**config.mk**
```make
export PLATFORM = sky130hd
export DESIGN_NAME = countdown_timer
export DESIGN_NICKNAME = d
export VERILOG_FILES = /design/src/rtl/countdown_timer.sv
export SDC_FILE = /design/constraint.sdc
export NUM_CORES = 1
export LEC_CHECK = 0
export CELL_PAD_IN_SITES_DETAIL_PLACEMENT = 0
export CELL_PAD_IN_SITES_GLOBAL_PLACEMENT = 2
export CORE_MARGIN = 2
export CORE_UTILIZATION = 33
export DETAILED_ROUTE_END_ITERATION = 8
export PLACE_DENSITY_LB_ADDON = 0.1
export SETUP_SLACK_MARGIN = 0.4
export SLEW_MARGIN = 20
export SYNTH_ARGS = -nofsm -noshare
export SYNTH_HDL_FRONTEND = slang
export SYNTH_SLANG_ARGS = --single-unit
```
**constraint.sdc**
```tcl
create_clock -name clk -period 4.1 [get_ports clk]
set_clock_uncertainty 0.1 [all_clocks]
set_input_delay 0.41 -clock clk [delete_from_list [all_inputs] [get_ports clk]]
set_output_delay 0.41 -clock clk [all_outputs]
set_load 0.005 [all_outputs]
```
**src/rtl/countdown_timer.sv**
```systemverilog
// Keypad-loaded MM:SS countdown timer.
// Digits shift in from the right while the timer is stopped; a prescaler
// divides clk into one-second ticks while counting, and timer_done is raised
// on the tick that reaches 00:00.
//
// state | meaning
// IDLE  | not counting (stopped, paused, or freshly loaded)
// RUN   | counting; prescaler advances every cycle spent in RUN
// DONE  | countdown reached 00:00, timer_done held until cleared or reloaded
module countdown_timer #(
  parameter int TICKS_PER_SEC = 100
) (
  input  logic       clk,
  input  logic       rst,
  input  logic       clearn,
  input  logic       digit_valid,
  input  logic [3:0] digit,
  input  logic       enable,
  output logic [3:0] min_tens,
  output logic [3:0] min_ones,
  output logic [3:0] sec_tens,
  output logic [3:0] sec_ones,
  output logic       zero,
  output logic       timer_done
);

  localparam int PW = (TICKS_PER_SEC > 2) ? $clog2(TICKS_PER_SEC) : 1;
  localparam logic [PW-1:0] PS_LAST = PW'(TICKS_PER_SEC - 1);

  typedef enum logic [1:0] {
    IDLE = 2'd0,
    RUN  = 2'd1,
    DONE = 2'd2
  } state_t;

  state_t        state, state_nxt;
  logic [PW-1:0] ps, ps_nxt;
  logic [3:0]    mt_nxt, mo_nxt, st_nxt, so_nxt;
  logic          done_nxt;
  logic          accept;
  logic          tick;
  logic [3:0]    dec_mt, dec_mo, dec_st, dec_so;
  logic          dec_zero;

  assign zero   = (min_tens == 4'd0) && (min_ones == 4'd0) &&
                  (sec_tens == 4'd0) && (sec_ones == 4'd0);
  assign accept = digit_valid && (digit <= 4'd9) && !enable;
  // The !zero guard keeps the borrow chain from ever wrapping below 00:00.
  assign tick   = (state == RUN) && (ps == PS_LAST) && !zero;

  // Time value one second earlier, with seconds borrowing 9 then 5 from minutes.
  always_comb begin
    dec_mt = min_tens;
    dec_mo = min_ones;
    dec_st = sec_tens;
    dec_so = sec_ones;
    if (sec_ones != 4'd0) begin
      dec_so = sec_ones - 4'd1;
    end else begin
      dec_so = 4'd9;
      if (sec_tens != 4'd0) begin
        dec_st = sec_tens - 4'd1;
      end else begin
        dec_st = 4'd5;
        if (min_ones != 4'd0) begin
          dec_mo = min_ones - 4'd1;
        end else begin
          dec_mo = 4'd9;
          dec_mt = min_tens - 4'd1;
        end
      end
    end
    dec_zero = (dec_mt == 4'd0) && (dec_mo == 4'd0) &&
               (dec_st == 4'd0) && (dec_so == 4'd0);
  end

  // Next state and next register values: clear > digit entry > counting.
  always_comb begin
    state_nxt = state;
    ps_nxt    = ps;
    mt_nxt    = min_tens;
    mo_nxt    = min_ones;
    st_nxt    = sec_tens;
    so_nxt    = sec_ones;
    done_nxt  = timer_done;
    if (!clearn) begin
      state_nxt = IDLE;
      ps_nxt    = '0;
      mt_nxt    = 4'd0;
      mo_nxt    = 4'd0;
      st_nxt    = 4'd0;
      so_nxt    = 4'd0;
      done_nxt  = 1'b0;
    end else if (accept) begin
      state_nxt = IDLE;
      mt_nxt    = min_ones;
      mo_nxt    = sec_tens;
      st_nxt    = sec_ones;
      so_nxt    = digit;
      done_nxt  = 1'b0;
    end else begin
      case (state)
        IDLE: begin
          if (enable && !zero) state_nxt = RUN;
        end
        RUN: begin
          if (tick) begin
            ps_nxt = '0;
            mt_nxt = dec_mt;
            mo_nxt = dec_mo;
            st_nxt = dec_st;
            so_nxt = dec_so;
            if (dec_zero) begin
              state_nxt = DONE;
              done_nxt  = 1'b1;
            end else if (!enable) begin
              state_nxt = IDLE;
            end
          end else begin
            ps_nxt = ps + PW'(1);
            if (!enable) state_nxt = IDLE;
          end
        end
        DONE: begin
          state_nxt = DONE;
        end
        default: begin
          state_nxt = IDLE;
        end
      endcase
    end
  end

  // State, prescaler and time registers with synchronous reset.
  always_ff @(posedge clk) begin
    if (rst) begin
      state      <= IDLE;
      ps         <= '0;
      min_tens   <= 4'd0;
      min_ones   <= 4'd0;
      sec_tens   <= 4'd0;
      sec_ones   <= 4'd0;
      timer_done <= 1'b0;
    end else begin
      state      <= state_nxt;
      ps         <= ps_nxt;
      min_tens   <= mt_nxt;
      min_ones   <= mo_nxt;
      sec_tens   <= st_nxt;
      sec_ones   <= so_nxt;
      timer_done <= done_nxt;
    end
  end

endmodule

```
* After elaboration in Yosys (flattened, before gate mapping) *
Cells that the tools add are included.

cells by class
  $add $sub $neg = 5
  multiplexer cells = 27
  bitwise logic cells = 2
  equality and inequality tests = 4
  reductions and logical operators = 32
  order comparisons = 1

operators with widths
  kind                                                   number
  2-to-1 mux 4 bit                                       21
  zero test 4 bit                                        8
  subtractor 4 x 1 -> 4 bit, second input constant       4
  nonzero test 4 bit                                     3
  logical AND 1 bit                                      11
  2-to-1 mux 2 bit                                       4
  adder 7 x 1 -> 7 bit, second input constant            1
  == test 7 bit, second input constant                   1
  2-to-1 mux 7 bit                                       1
  case mux 2 bit (3 select lines)                        1
  less-or-equal comparator 4 bit, second input constant  1
  AND reduction 2 bit                                    2
  nonzero test 2 bit                                     2
  AND reduction 3 bit                                    1
  OR reduction 3 bit                                     1
  == test 2 x 1 -> 1 bit, second input constant          1
  == test 2 bit, second input constant                   1
  zero test 1 bit                                        2
  zero test 2 bit                                        1
  != test 2 bit, second input constant                   1
  inverter 1 bit                                         2
  OR reduction 2 bit                                     1

storage, ports and cells
  input bits = 9
  register bits after elaboration = 26
  logic and storage cells = 78

* Depth between registers and ports, before layout *
  word-level depth = 11
  gate-level depth with buffers = 7

* Worst setup path after synthesis *
Ideal clock, no wire load.

  kind = register -> register
  start point = register ps[3]
  end point = register min_ones[3]
  slack = 2.100 ns
  cell stages (with the launch flop) = 7
  period minus slack after synthesis = 2.000 ns
  data arrival time = 1.768 ns
  buffers on the path = 1
  setup time = 0.132 ns
  path through = dfxtp_1 or4b_4 or2_1 buf_6 a2111o_1 a21oi_1 o31ai_1

on the way
  longest elaborated chain between the ends = 5

ends and longest elaborated chain
  item                                  RTL line  text
  start, declared                       37        logic [PW-1:0] ps, ps_nxt;
  start signal, assigned                146       ps <= ps_nxt;
  == test 7 bit                         49        assign tick = (state == RUN) && (ps == PS_LAST) && !zero;
  logical AND 1 bit (2 in series)       49
  nonzero test 2 bit (no source line)   -
  AND reduction 2 bit (no source line)  -
  end signal, assigned                  148       min_ones <= mo_nxt;
  end, declared                         20        output logic [3:0] min_ones,

Every way passes these cells.
A chain may end at the register's enable or synchronous reset.

* Worst setup path in the final report *
  start point = register sec_tens[2]
  end point = output port zero

on the way
  longest elaborated chain between the ends = 3

ends and longest elaborated chain
  item                    RTL line  text
  start, declared         21        output logic [3:0] sec_tens,
  start signal, assigned  149       sec_tens <= st_nxt;
  zero test 4 bit         46        (sec_tens == 4'd0) && (sec_ones == 4'd0);
  logical AND 1 bit       45        assign zero = (min_tens == 4'd0) && (min_ones == 4'd0) &&
  logical AND 1 bit       46
  end, declared           23        output logic zero,

Every way passes these cells.

==> impl_metrics.tcl <==
set metrics [dict create \
    intPower_uw 371 \
    start_util_pct 34.7 \
    hold_buffers 0 \
    final_cell_mix "clkdlybuf4s50_1 (26), dfxtp_1 (26), nor2_1 (20)" \
    ant_nets 0 \
    grt_pass1_vias 1430 \
    layout-drive-gt1-share_pct 7.84 \
    place.gp.congestion 0.779 \
    critPathLaunch "sec_tens[2]" \
    vias 1440 \
    ys_seq_area_share_pct 34.2 \
    worstSetupEndpointType "primary output" \
    grt_pass1_wl_um 6670 \
    holdWs_ps 372 \
    cts_resized 0 \
    leakage_nw 0.593 \
    worst_slack_ps 1230 \
    row_count 24 \
    r2r_start "sec_ones[0]" \
    die_area_um2 5170 \
    drcViolationCount 0 \
    reg2reg_setup_slack_ps 1720 \
    grtUsageTotal_pct 16.2 \
    rr_worst_depth 5 \
    dp_hpwl_um 2930 \
    crit_type "register to primary output" \
    synth-edff-count 0 \
    syn_inst 182 \
    cts_setup_buffers 0 \
    critPathMaxFanout 6 \
    hold_start "timer_done" \
    antenna_found_initial 0 \
    num-nets-final 217 \
    hold_depth 2 \
    cap_violations 0 \
    routed_wl_um 4010 \
    worst_pin_slew_ps 744 \
    tns_ps 0 \
    io_buffer_count 26 \
    synth-async-reset-ratio_pct 0 \
    syn2layout_area_growth_pct 22.7 \
    clock_power_share_pct 33.9 \
    chipHeight_um 71.9 \
    drv_slew 0 \
    sw_frac_of_total_pct 26.2 \
    synth_seq_cells 26 \
    synth_cell_types 48 \
    sequentialPowerShare_pct 51.9 \
    worstPathArrival_ps 2360 \
    setup_viol 0 \
    antennaDiodeCount 0 \
    nFillCells 453 \
    startpoint_type "register" \
    fin_util_pct 42.6 \
    comb_power_share_pct 14.2 \
    min_period_ps 2870 \
    clkSlewWorstSetupHoldPaths_ps 90 \
    grt_overflow_total 0 \
    cts_sinks 26 \
    hold_viol 0 \
    hold_path_class "register to register" \
    yosysWarnings 0 \
    cts.path.max_buffers 2 \
    cts_max_level 1 \
    relSlewSlack_pct 50.3 \
    fin_crit_sh_pct 69.9 \
    cts_tree "yes" \
    die_x_um 71.9 \
    p_per_area_nw_per_um2 269 \
    rsz0062_at_grt "no" \
    synth_area_per_cell_um2 8.36 \
    fmax_mhz 349 \
    io-pin-count 27 \
    status "complete, no violations" \
    coreArea_um2 4380 \
    ys.flop_type "dfxtp_1" \
    vias_per_cell 5.63 \
    r2r_end "min_tens[1]" \
    ir_worst_vdd_mv 0.161 \
    grt_max_degree 23 \
    drtPass1Iterations 4 \
    synth_fp_nets 194 \
    clock_latency_ps 270 \
    synthesis.area_um2 1520 \
    cp.required_ps 3590 \
    clockRootBuffer "clkbuf_8" \
    drt-wirelength-per-cell_um 15.7 \
    hold_end "timer_done" \
    drtIter0Drc 102 \
    dpl_worst_slack_ps 1590 \
    cts_buffers 3 \
    p_switching_uw 132 \
]
how the worst max path moves through the flow:
| stage | endpoint | slack, ps | depth (start not counted) |
|---|---|---|---|
| after floorplan | min_ones[3] | 2100 | 6 |
| after global placement | zero | 1650 | 5 |
| after detailed placement | zero | 1590 | 5 |
| after CTS | zero | 1240 | 5 |
| after global routing | zero | 1040 | 5 |
| final | zero | 1230 | 5 |
through the flow:
stage,cell area (um2),power [mW],std cells
2_1_floorplan,1520,0.310,182
5_1_grt,1870,0.521,256
6_report,1870,0.503,256
3_3_place_gp,1810,0.338,252
3_5_place_dp,1810,0.338,252
4_1_cts,1870,0.506,256
synthesized netlist by cell type, types with 2 or more instances:
library cell | n | area share [%]
dfxtp_1 | 26 | 34
nor2_1 | 20 | 4.9
nand2_1 | 14 | 3.5
a21oi_1 | 11 | 3.6
nand4_1 | 9 | 3.7
nand3_1 | 8 | 2.6
xnor2_1 | 8 | 4.6
clkbuf_1 | 7 | 1.7
inv_1 | 5 | 1.2
o21ai_0 | 5 | 1.6
a211oi_1 | 4 | 2.0
nor3_1 | 4 | 1.3
o21ai_1 | 4 | 1.3
ha_1 | 3 | 2.5
nand2b_1 | 3 | 1.2
nand4b_1 | 3 | 1.7
nor2b_1 | 3 | 1.2
nor4_1 | 3 | 1.2
xor2_1 | 3 | 1.7
a211o_1 | 2 | 1.2
a22oi_1 | 2 | 0.99
a31oi_1 | 2 | 0.82
and4_1 | 2 | 1.2
mux2i_1 | 2 | 1.3
nor4_4 | 2 | 2.8
o2111ai_1 | 2 | 1.2
o211ai_1 | 2 | 0.99
o31ai_1 | 2 | 0.99
or3_1 | 2 | 0.82
logic make-up after synthesis:
group	count (synthesis)	synth area share, %
AO/OA/AOI/OAI	44	20.0
XOR/XNOR	11	6.33
adder cells (fa/ha/maj)	3	2.47
buffers and inverters	15	4.28
flip-flops	26	34.2
multiplexers	2	1.32
AND/OR/NAND/NOR	81	31.4
sequential cells by signal, indices dropped and copies added, names as in the netlist:
register,count
sec_ones,4
min_ones,4
min_tens,4
ps,7
timer_done,1
sec_tens,4
state,2
metal layers:
metal	up-vias	track usage, %	share of wire [%]
met5	-	0	0
met4	0	2.94	0.67
met3	4	3.47	4.0
met2	35	28.1	48
met1	682	20.9	48
li1	719	-	-
worst max-delay path, stage by stage (launching register included):
cell and delay, ps:
dfxtp_1 380, nor3_1 540, and4_1 420, nand2_1 130, clkinv_1 110, clkdlybuf4s50_1 500
power groups by stage:
stage               logic (mW)  clock network [mW]  registers (mW)
floorplan               0.0440                   0           0.266
global placement        0.0708                   0           0.267
global route            0.0797               0.180           0.262
detailed placement      0.0709                   0           0.267
CTS                     0.0714               0.173           0.261
finish                  0.0714               0.170           0.261
layout make-up:
type	count	area [um2]	area share [%]
Clock buffer	4	55.1	2.95
Inverter	6	22.5	1.21
Multi-Input combinational cell	141	936	50.1
Sequential cell	26	520	27.9
Tap cell	52	65.1	3.49
Timing Repair Buffer	27	268	14.3
No activity file was read; power rests on OpenSTA's default activity.
